[config.mk]
export PLATFORM = sky130hd
export DESIGN_NAME = jtag_tap_controller
export DESIGN_NICKNAME = d
export VERILOG_FILES = /design/src/rtl/jtag_tap_controller.sv
export SDC_FILE = /design/constraint.sdc
export NUM_CORES = 1
export LEC_CHECK = 0
export ABC_AREA = 1
export ABC_CLOCK_PERIOD_IN_PS = 3400
export BUFFER_PORTS_ARGS = -buffer_cell sky130_fd_sc_hd__buf_4
export CAP_MARGIN = 5
export CORE_ASPECT_RATIO = 0.7
export CORE_UTILIZATION = 30
export CTS_CLUSTER_SIZE = 30
export DETAILED_ROUTE_END_ITERATION = 10
export SYNTH_ARGS = -nofsm -noshare
export SYNTH_HDL_FRONTEND = slang
export SYNTH_SLANG_ARGS = --single-unit
[constraint.sdc]
create_clock -name tck -period 3.4 [get_ports tck]
set_clock_uncertainty 0.05 [all_clocks]
set_input_delay 0.17 -clock tck [delete_from_list [all_inputs] [get_ports tck]]
set_output_delay 0.17 -clock tck [all_outputs]
set_load 0.05 [all_outputs]
[src/rtl/jtag_tap_controller.sv]
// IEEE 1149.1 TAP controller: 16-state FSM on tck rising edges. Scan-chain
// control strobes are re-timed on tck falling edges so gated clocks stay glitch-free.
module jtag_tap_controller (
   input  logic       tck,
   input  logic       trstn,
   input  logic       tms,
   output logic [3:0] tap_state,
   output logic       clockir,
   output logic       shiftir,
   output logic       updateir,
   output logic       clockdr,
   output logic       shiftdr,
   output logic       updatedr,
   output logic       reset_n,
   output logic       select,
   output logic       enable
);

   typedef enum logic [3:0] {
      ST_EX2DR   = 4'h0,
      ST_EX1DR   = 4'h1,
      ST_SHDR    = 4'h2,
      ST_PAUSEDR = 4'h3,
      ST_SELIR   = 4'h4,
      ST_UPDDR   = 4'h5,
      ST_CAPDR   = 4'h6,
      ST_SELDR   = 4'h7,
      ST_EX2IR   = 4'h8,
      ST_EX1IR   = 4'h9,
      ST_SHIR    = 4'hA,
      ST_PAUSEIR = 4'hB,
      ST_RTI     = 4'hC,
      ST_UPDIR   = 4'hD,
      ST_CAPIR   = 4'hE,
      ST_TLR     = 4'hF
   } tap_state_e;

   tap_state_e state_q, state_d;

   logic shiftir_q,  shiftir_d;
   logic shiftdr_q,  shiftdr_d;
   logic updateir_q, updateir_d;
   logic updatedr_q, updatedr_d;
   logic clkir_en_q, clkir_en_d;
   logic clkdr_en_q, clkdr_en_d;
   logic reset_n_q,  reset_n_d;
   logic select_q,   select_d;
   logic enable_q,   enable_d;

   // NOTE: sequential state uses non-blocking assignments so every flop samples
   // pre-edge values; blocking here would create order-dependent simulation races.
   always_ff @(posedge tck or negedge trstn) begin
      if (!trstn) begin
         state_q <= ST_TLR;
      end else begin
         state_q <= state_d;
      end
   end

   // NOTE: every combinational output gets a default before the case so no
   // path leaves it unassigned, which would otherwise infer a latch.
   always_comb begin
      state_d = state_q;
      case (state_q)
         ST_TLR:     state_d = tms ? ST_TLR   : ST_RTI;
         ST_RTI:     state_d = tms ? ST_SELDR : ST_RTI;
         ST_SELDR:   state_d = tms ? ST_SELIR : ST_CAPDR;
         ST_CAPDR:   state_d = tms ? ST_EX1DR : ST_SHDR;
         ST_SHDR:    state_d = tms ? ST_EX1DR : ST_SHDR;
         ST_EX1DR:   state_d = tms ? ST_UPDDR : ST_PAUSEDR;
         ST_PAUSEDR: state_d = tms ? ST_EX2DR : ST_PAUSEDR;
         ST_EX2DR:   state_d = tms ? ST_UPDDR : ST_SHDR;
         ST_UPDDR:   state_d = tms ? ST_SELDR : ST_RTI;
         ST_SELIR:   state_d = tms ? ST_TLR   : ST_CAPIR;
         ST_CAPIR:   state_d = tms ? ST_EX1IR : ST_SHIR;
         ST_SHIR:    state_d = tms ? ST_EX1IR : ST_SHIR;
         ST_EX1IR:   state_d = tms ? ST_UPDIR : ST_PAUSEIR;
         ST_PAUSEIR: state_d = tms ? ST_EX2IR : ST_PAUSEIR;
         ST_EX2IR:   state_d = tms ? ST_UPDIR : ST_SHIR;
         ST_UPDIR:   state_d = tms ? ST_SELDR : ST_RTI;
         default:    state_d = ST_TLR;
      endcase
   end

   always_comb begin
      shiftir_d  = (state_q == ST_SHIR);
      shiftdr_d  = (state_q == ST_SHDR);
      updateir_d = (state_q == ST_UPDIR);
      updatedr_d = (state_q == ST_UPDDR);
      clkir_en_d = (state_q == ST_CAPIR) || (state_q == ST_SHIR);
      clkdr_en_d = (state_q == ST_CAPDR) || (state_q == ST_SHDR);
      reset_n_d  = (state_q != ST_TLR);
      select_d   = state_q inside {ST_SELIR, ST_CAPIR, ST_SHIR, ST_EX1IR,
                                   ST_PAUSEIR, ST_EX2IR, ST_UPDIR};
      enable_d   = (state_q == ST_SHIR) || (state_q == ST_SHDR);
   end

   // Falling-edge retiming keeps the clock enables stable while tck is high.
   always_ff @(negedge tck or negedge trstn) begin
      if (!trstn) begin
         shiftir_q  <= 1'b0;
         shiftdr_q  <= 1'b0;
         updateir_q <= 1'b0;
         updatedr_q <= 1'b0;
         clkir_en_q <= 1'b0;
         clkdr_en_q <= 1'b0;
         reset_n_q  <= 1'b0;
         select_q   <= 1'b0;
         enable_q   <= 1'b0;
      end else begin
         shiftir_q  <= shiftir_d;
         shiftdr_q  <= shiftdr_d;
         updateir_q <= updateir_d;
         updatedr_q <= updatedr_d;
         clkir_en_q <= clkir_en_d;
         clkdr_en_q <= clkdr_en_d;
         reset_n_q  <= reset_n_d;
         select_q   <= select_d;
         enable_q   <= enable_d;
      end
   end

   assign tap_state = state_q;
   assign clockir   = tck & clkir_en_q;
   assign clockdr   = tck & clkdr_en_q;
   assign shiftir   = shiftir_q;
   assign shiftdr   = shiftdr_q;
   assign updateir  = updateir_q;
   assign updatedr  = updatedr_q;
   assign reset_n   = reset_n_q;
   assign select    = select_q;
   assign enable    = enable_q;

endmodule

==> impl_metrics.tcl, run 1 <==
set metrics [dict create \
    status "finished with violations" \
    failed_checks "design-rule violations" \
    fp-row-count 13 \
    start_util 0.333 \
    fin_ws_ns 0.413 \
    fin_nets 101 \
    gp_congestion 0.795 \
    worst_setup_path_end_kind "primary output" \
    grt.total_usage 0.149 \
    synthAdderAreaFrac 0 \
    slew_viol_final 0 \
    via_count 562 \
    ys_top_cells_by_count "16 x nand2_1, 9 x dfrtn_1, 9 x nor2_1" \
    dr.pass1.iters 7 \
    wirelength_um 1410 \
    drive_gt1_frac 0.439 \
    place_hpwl_um 990 \
    r2r_cells 5 \
    synth_cells 75 \
    fill_cells 204 \
    timing_worst_setup_path_type "reg2out" \
    slowest_delay_ns 0.39 \
    r2r_start "tap_state[0]" \
    io_pins 16 \
    holdWs_ns 0.0203 \
    holdPathStages 3 \
    post_cts_buffers 0 \
    syn2layout_area_growth_pct 28.9 \
    post-synth-top-area-cell "dfrtn_1" \
    final_area_sq_um 837 \
    die_area_sq_um 2360 \
    max_slew_margin 0.845 \
    placed_cell_area_sq_um 767 \
    wl_per_cell_um 11.7 \
    grt_first_pass_wirelength_um 2330 \
    synth.avg_cell_area_sq_um 8.66 \
    n_antenna_cell 0 \
    power.leakage_nw 0.455 \
    path_cells "nand2_1 -> inv_1 -> buf_4" \
    cts_tree "done" \
    cts-resized-gates 0 \
    grt-ovfl-total 0 \
    chipWidth_um 57.6 \
    worst_ir_drop_vdd_v 0.000296 \
    syn-num-nets 78 \
    setup_viol 0 \
    synth_compound_area_frac 0.0250 \
    synth_flop_cell "dfrtn_1" \
    crit_slowest_cell "dfrtn_1" \
    power-per-cell-area_nw_per_um2 1230 \
    min_to "tap_state[0]" \
    reg2reg_to "select" \
    grt_pass1_vias 552 \
    synthMuxAreaShare 0 \
    async_flop_share 1.00 \
    finalNonFillerCells 120 \
    synth_top_family_by_area "simple AND/OR/NAND/NOR gates" \
    cp.arrival_ns 2.77 \
    setup_tns_ns 0 \
    grt_max_degree 14 \
    totalPowerFinal_mw 1.03 \
    start_kind "register" \
    ys_warn_count 0 \
    synth-xor-area-share 0 \
    dp_slack_ns 0.447 \
    rsz0062_at_grt "no" \
    vias_per_cell 4.68 \
    die_y_um 40.9 \
    yosys.cell_types.count 19 \
    clkLatencyLatePin_ns 0.38 \
    max-cap-violations 0 \
    required_ns 3.18 \
    fp.coreArea_sq_um 1950 \
    dp_cells 110 \
    synth_area_leaders "dfrtn_1 35%, dfstp_2 16%, nand2_1 9.2%, nand3_1 5.4%, nor2_1 5.2%" \
    synth-edff-count 0 \
    holdCritPathClass "in2reg" \
    yosysMostFrequentCell "nand2_1" \
    tightest_slew_ns 0.233 \
    post-route-util 0.429 \
    drtIter0Drc 15 \
    seq_area_frac_synth 0.509 \
    cts_hold_buffers 1 \
    synth_area_sq_um 649 \
    clk_pin_slew_ns 0.08 \
    r2r_slack_ns 0.46 \
    ant_nets 0 \
    ys_ff_latch 13 \
    drc 2 \
    io_buffers 15 \
    crit_fanout 1 \
    final-hold-violation-count 0 \
    synth_simple_gate_area_frac 0.362 \
    synth_top_area_frac 0.347 \
    hold_start "tms" \
    antenna_found_initial 0 \
]
==> worst max path at each step <==
stage	start	endpoint	slack, ns	cells past startpoint
after floorplan	tap_state[0]	select	0.33	5
after global placement	tap_state[0]	select	0.49	5
after detailed placement	tap_state[0]	select	0.45	5
after CTS	clkir_en_q	clockir	0.40	3
after global routing	clkdr_en_q	clockdr	0.33	3
final	clkir_en_q	clockir	0.41	3
==> where the power goes <==
part	internal (mW)	leakage (nW)	total, mW	switching, mW
Combinational	0.147	0.230	0.502	0.356
Clock	0.115	0.0662	0.222	0.107
Sequential	0.237	0.158	0.306	0.0686
Total	0.499	0.455	1.03	0.531
==> final cells by class <==
type,count,area (sq um),area share
clock buffer,11,75.1,0.0897
clock inverter,2,7.51,0.00897
inverter,9,37.5,0.0448
multi-input combinational,49,251,0.300
sequential,13,330,0.395
tap,22,27.5,0.0329
timing repair buffer,14,108,0.129
==> state kept, by name, indices dropped and copies added (netlist names) <==
register	count
tap_state	4
shiftdr	1
select	1
shiftir	1
reset_n	1
clkdr_en_q	1
clkir_en_q	1
enable	1
updatedr	1
updateir	1
==> worst max-delay path, delay by kind of cell, from the launching register on <==
family	cells	cell delay (ns)
DFF	1	0.39
buffers and inverters	2	0.23
and+or+nand+nor	1	0.05
==> layout by cell type (no fill, tap or decap) <==
master and n:
nand3_1 7, nand2_2 1, nor3_2 1, nand2_4 1, inv_1 5, nor2_2 5
nand2_1 16, nor2_1 9, dlygate4sd3_1 1, nand3_2 2, clkinv_2 1, a21oi_2 1
dfrtn_1 9, buf_4 15, clkbuf_4 7, o211ai_1 1, nand4_1 2, inv_2 4
dfstp_2 4, clkbuf_1 2, inv_4 1, nor3_1 3
==> cells by family (layout without fill, tap and decap cells) <==
logic type / after synthesis / count (layout)
simple gates: 47 / 47
buf+inv: 13 / 36
flops: 13 / 13
compound gates: 2 / 2
==> metal layers <==
| metal | routed length (um) | part of all wire | up-vias | global-route usage |
|---|---|---|---|---|
| met4 | 13 | 0.0092 | 0 | 0.0854 |
| met3 | 106 | 0.075 | 2 | 0.0915 |
| met1 | 683 | 0.49 | 260 | 0.160 |
| li1 | - | - | 281 | - |
| met5 | 0 | 0 | - | 0 |
| met2 | 604 | 0.43 | 19 | 0.233 |
(Power assumes the default switching activity.)
==> run 2: changes to the inputs <==
--- a/config.mk
+++ b/config.mk
@@ -6,11 +6,12 @@
 export NUM_CORES = 1
 export LEC_CHECK = 0
 export ABC_AREA = 1
-export ABC_CLOCK_PERIOD_IN_PS = 3400
+export ABC_CLOCK_PERIOD_IN_PS = 2550
 export BUFFER_PORTS_ARGS = -buffer_cell sky130_fd_sc_hd__buf_4
 export CAP_MARGIN = 5
 export CORE_ASPECT_RATIO = 0.7
 export CORE_UTILIZATION = 30
+export CTS_CLUSTER_DIAMETER = 200
 export CTS_CLUSTER_SIZE = 30
 export DETAILED_ROUTE_END_ITERATION = 10
 export SYNTH_ARGS = -nofsm -noshare
==> constraint.sdc (replaced) <==
create_clock -name tck -period 2.55 [get_ports tck]
set_clock_uncertainty 0.05 [all_clocks]
set_input_delay 0.1275 -clock tck [delete_from_list [all_inputs] [get_ports tck]]
set_output_delay 0.1275 -clock tck [all_outputs]
set_load 0.05 [all_outputs]
==> impl_metrics.tcl, run 2 (synthesis gave the netlist of run 1 again) <==
set metrics [dict create \
    worst_ir_drop_vdd_v 0.000497 \
    dp_cells 113 \
    setup_viol 0 \
    drive_gt1_frac 0.462 \
    fin_ws_ns 0.0504 \
    io_buffers 15 \
    place_hpwl_um 984 \
    failed_checks "design-rule violations" \
    post-route-util 0.462 \
    setup_tns_ns 0 \
    dr.pass1.iters 7 \
    drtIter0Drc 17 \
    die_area_sq_um 2360 \
    via_count 591 \
    power.leakage_nw 0.489 \
    grt_pass1_vias 547 \
    timing_worst_setup_path_type "reg2reg" \
    grt-ovfl-total 0 \
    n_antenna_cell 0 \
    max_slew_margin 0.866 \
    io_pins 16 \
    fp.coreArea_sq_um 1950 \
    rsz0062_at_grt "yes" \
    layout_common_cells "18 x buf_4, 16 x nand2_1, 9 x nor2_1, 9 x dfrtn_1" \
    fin_nets 107 \
    max-cap-violations 0 \
    grt.total_usage 0.149 \
    die_y_um 40.9 \
    start_kind "register" \
    worst_setup_path_end_kind "register" \
    placed_cell_area_sq_um 798 \
    drc 2 \
    r2r_slack_ns 0.05 \
    finalNonFillerCells 126 \
    ant_nets 0 \
    final_common_cell "buf_4" \
    totalPowerFinal_mw 1.46 \
    chipWidth_um 57.6 \
    crit_fanout 5 \
    holdCritPathClass "in2async" \
    tightest_slew_ns 0.201 \
    gp_congestion 0.888 \
    start_util 0.333 \
    fill_cells 189 \
    syn2layout_area_growth_pct 38.7 \
    final_area_sq_um 901 \
    power-per-cell-area_nw_per_um2 1620 \
    antenna_found_initial 0 \
    required_ns 1.47 \
    clk_pin_slew_ns 0.08 \
    vias_per_cell 4.69 \
    dp_slack_ns 0.0459 \
    wl_per_cell_um 11.5 \
    cts_tree "done" \
    fp-row-count 13 \
    cp.arrival_ns 1.42 \
    grt_max_degree 14 \
    holdWs_ns 0.276 \
    status "finished with violations" \
    clkLatencyLatePin_ns 0.39 \
    final-hold-violation-count 0 \
    wirelength_um 1450 \
    slew_viol_final 0 \
    grt_first_pass_wirelength_um 2240 \
    largest_reg_flops 4 \
]
==> run 2: cell count changes in the layout (fill, tap and decap cells not counted), sizes merged <==
cell         change
buf              +5
dlygate4sd3      +1
==> run 2: what timing repair did <==
| action | 4_1_cts | 5_1_grt |
|---|---|---|
| hold endpoints to repair | 7 | 0 |
| setup buffers | 0 | 2 |
| gates resized for setup | 0 | 2 |
| hold buffers | 2 | 0 |
| setup endpoints to repair | 0 | 5 |
==> run 2: worst paths after layout <==
path	depth (start not counted)	startpoint	endpoint
setup / recovery	5	tap_state[0]	select
hold / removal	2	trstn	tap_state[1]
setup reg to reg	5	tap_state[0]	select
hold reg to reg	2	tap_state[2]	tap_state[2]
max in group asynchronous	2	trstn	updateir
min in group tck	4	tms	tap_state[2]
==> run 2: final cells by class <==
cell class / count / area (sq um) / share of cell area
multi-input cells: 49 / 256 / 0.285
repair buffers: 20 / 155 / 0.172
inverters: 9 / 37.5 / 0.0417
flip-flops and latches: 13 / 334 / 0.371
clock inverters: 2 / 7.51 / 0.00833
well taps: 22 / 27.5 / 0.0306
clock buffers: 11 / 82.6 / 0.0917
==> run 2: worst max-delay path, cell delays in order (launching register included) <==
cell and delay (ns):
dfstp_4 0.65, inv_2 0.05, nand2_4 0.07, nor2_2 0.04
a21oi_2 0.11, o211ai_1 0.10
==> run 2: where the power goes <==
group | switching [mW] | total [mW] | internal [mW] | leakage (nW)
logic | 0.506 | 0.756 | 0.249 | 0.262
registers | 0.0789 | 0.400 | 0.321 | 0.159
clock network | 0.142 | 0.302 | 0.160 | 0.0677
==> run 2: per-layer routing <==
layer,global-route usage,routed length (um),up-vias
li1,-,-,297
met1,0.143,663,266
met2,0.233,646,24
met3,0.101,116,4
met4,0.122,26,0
met5,0,0,-
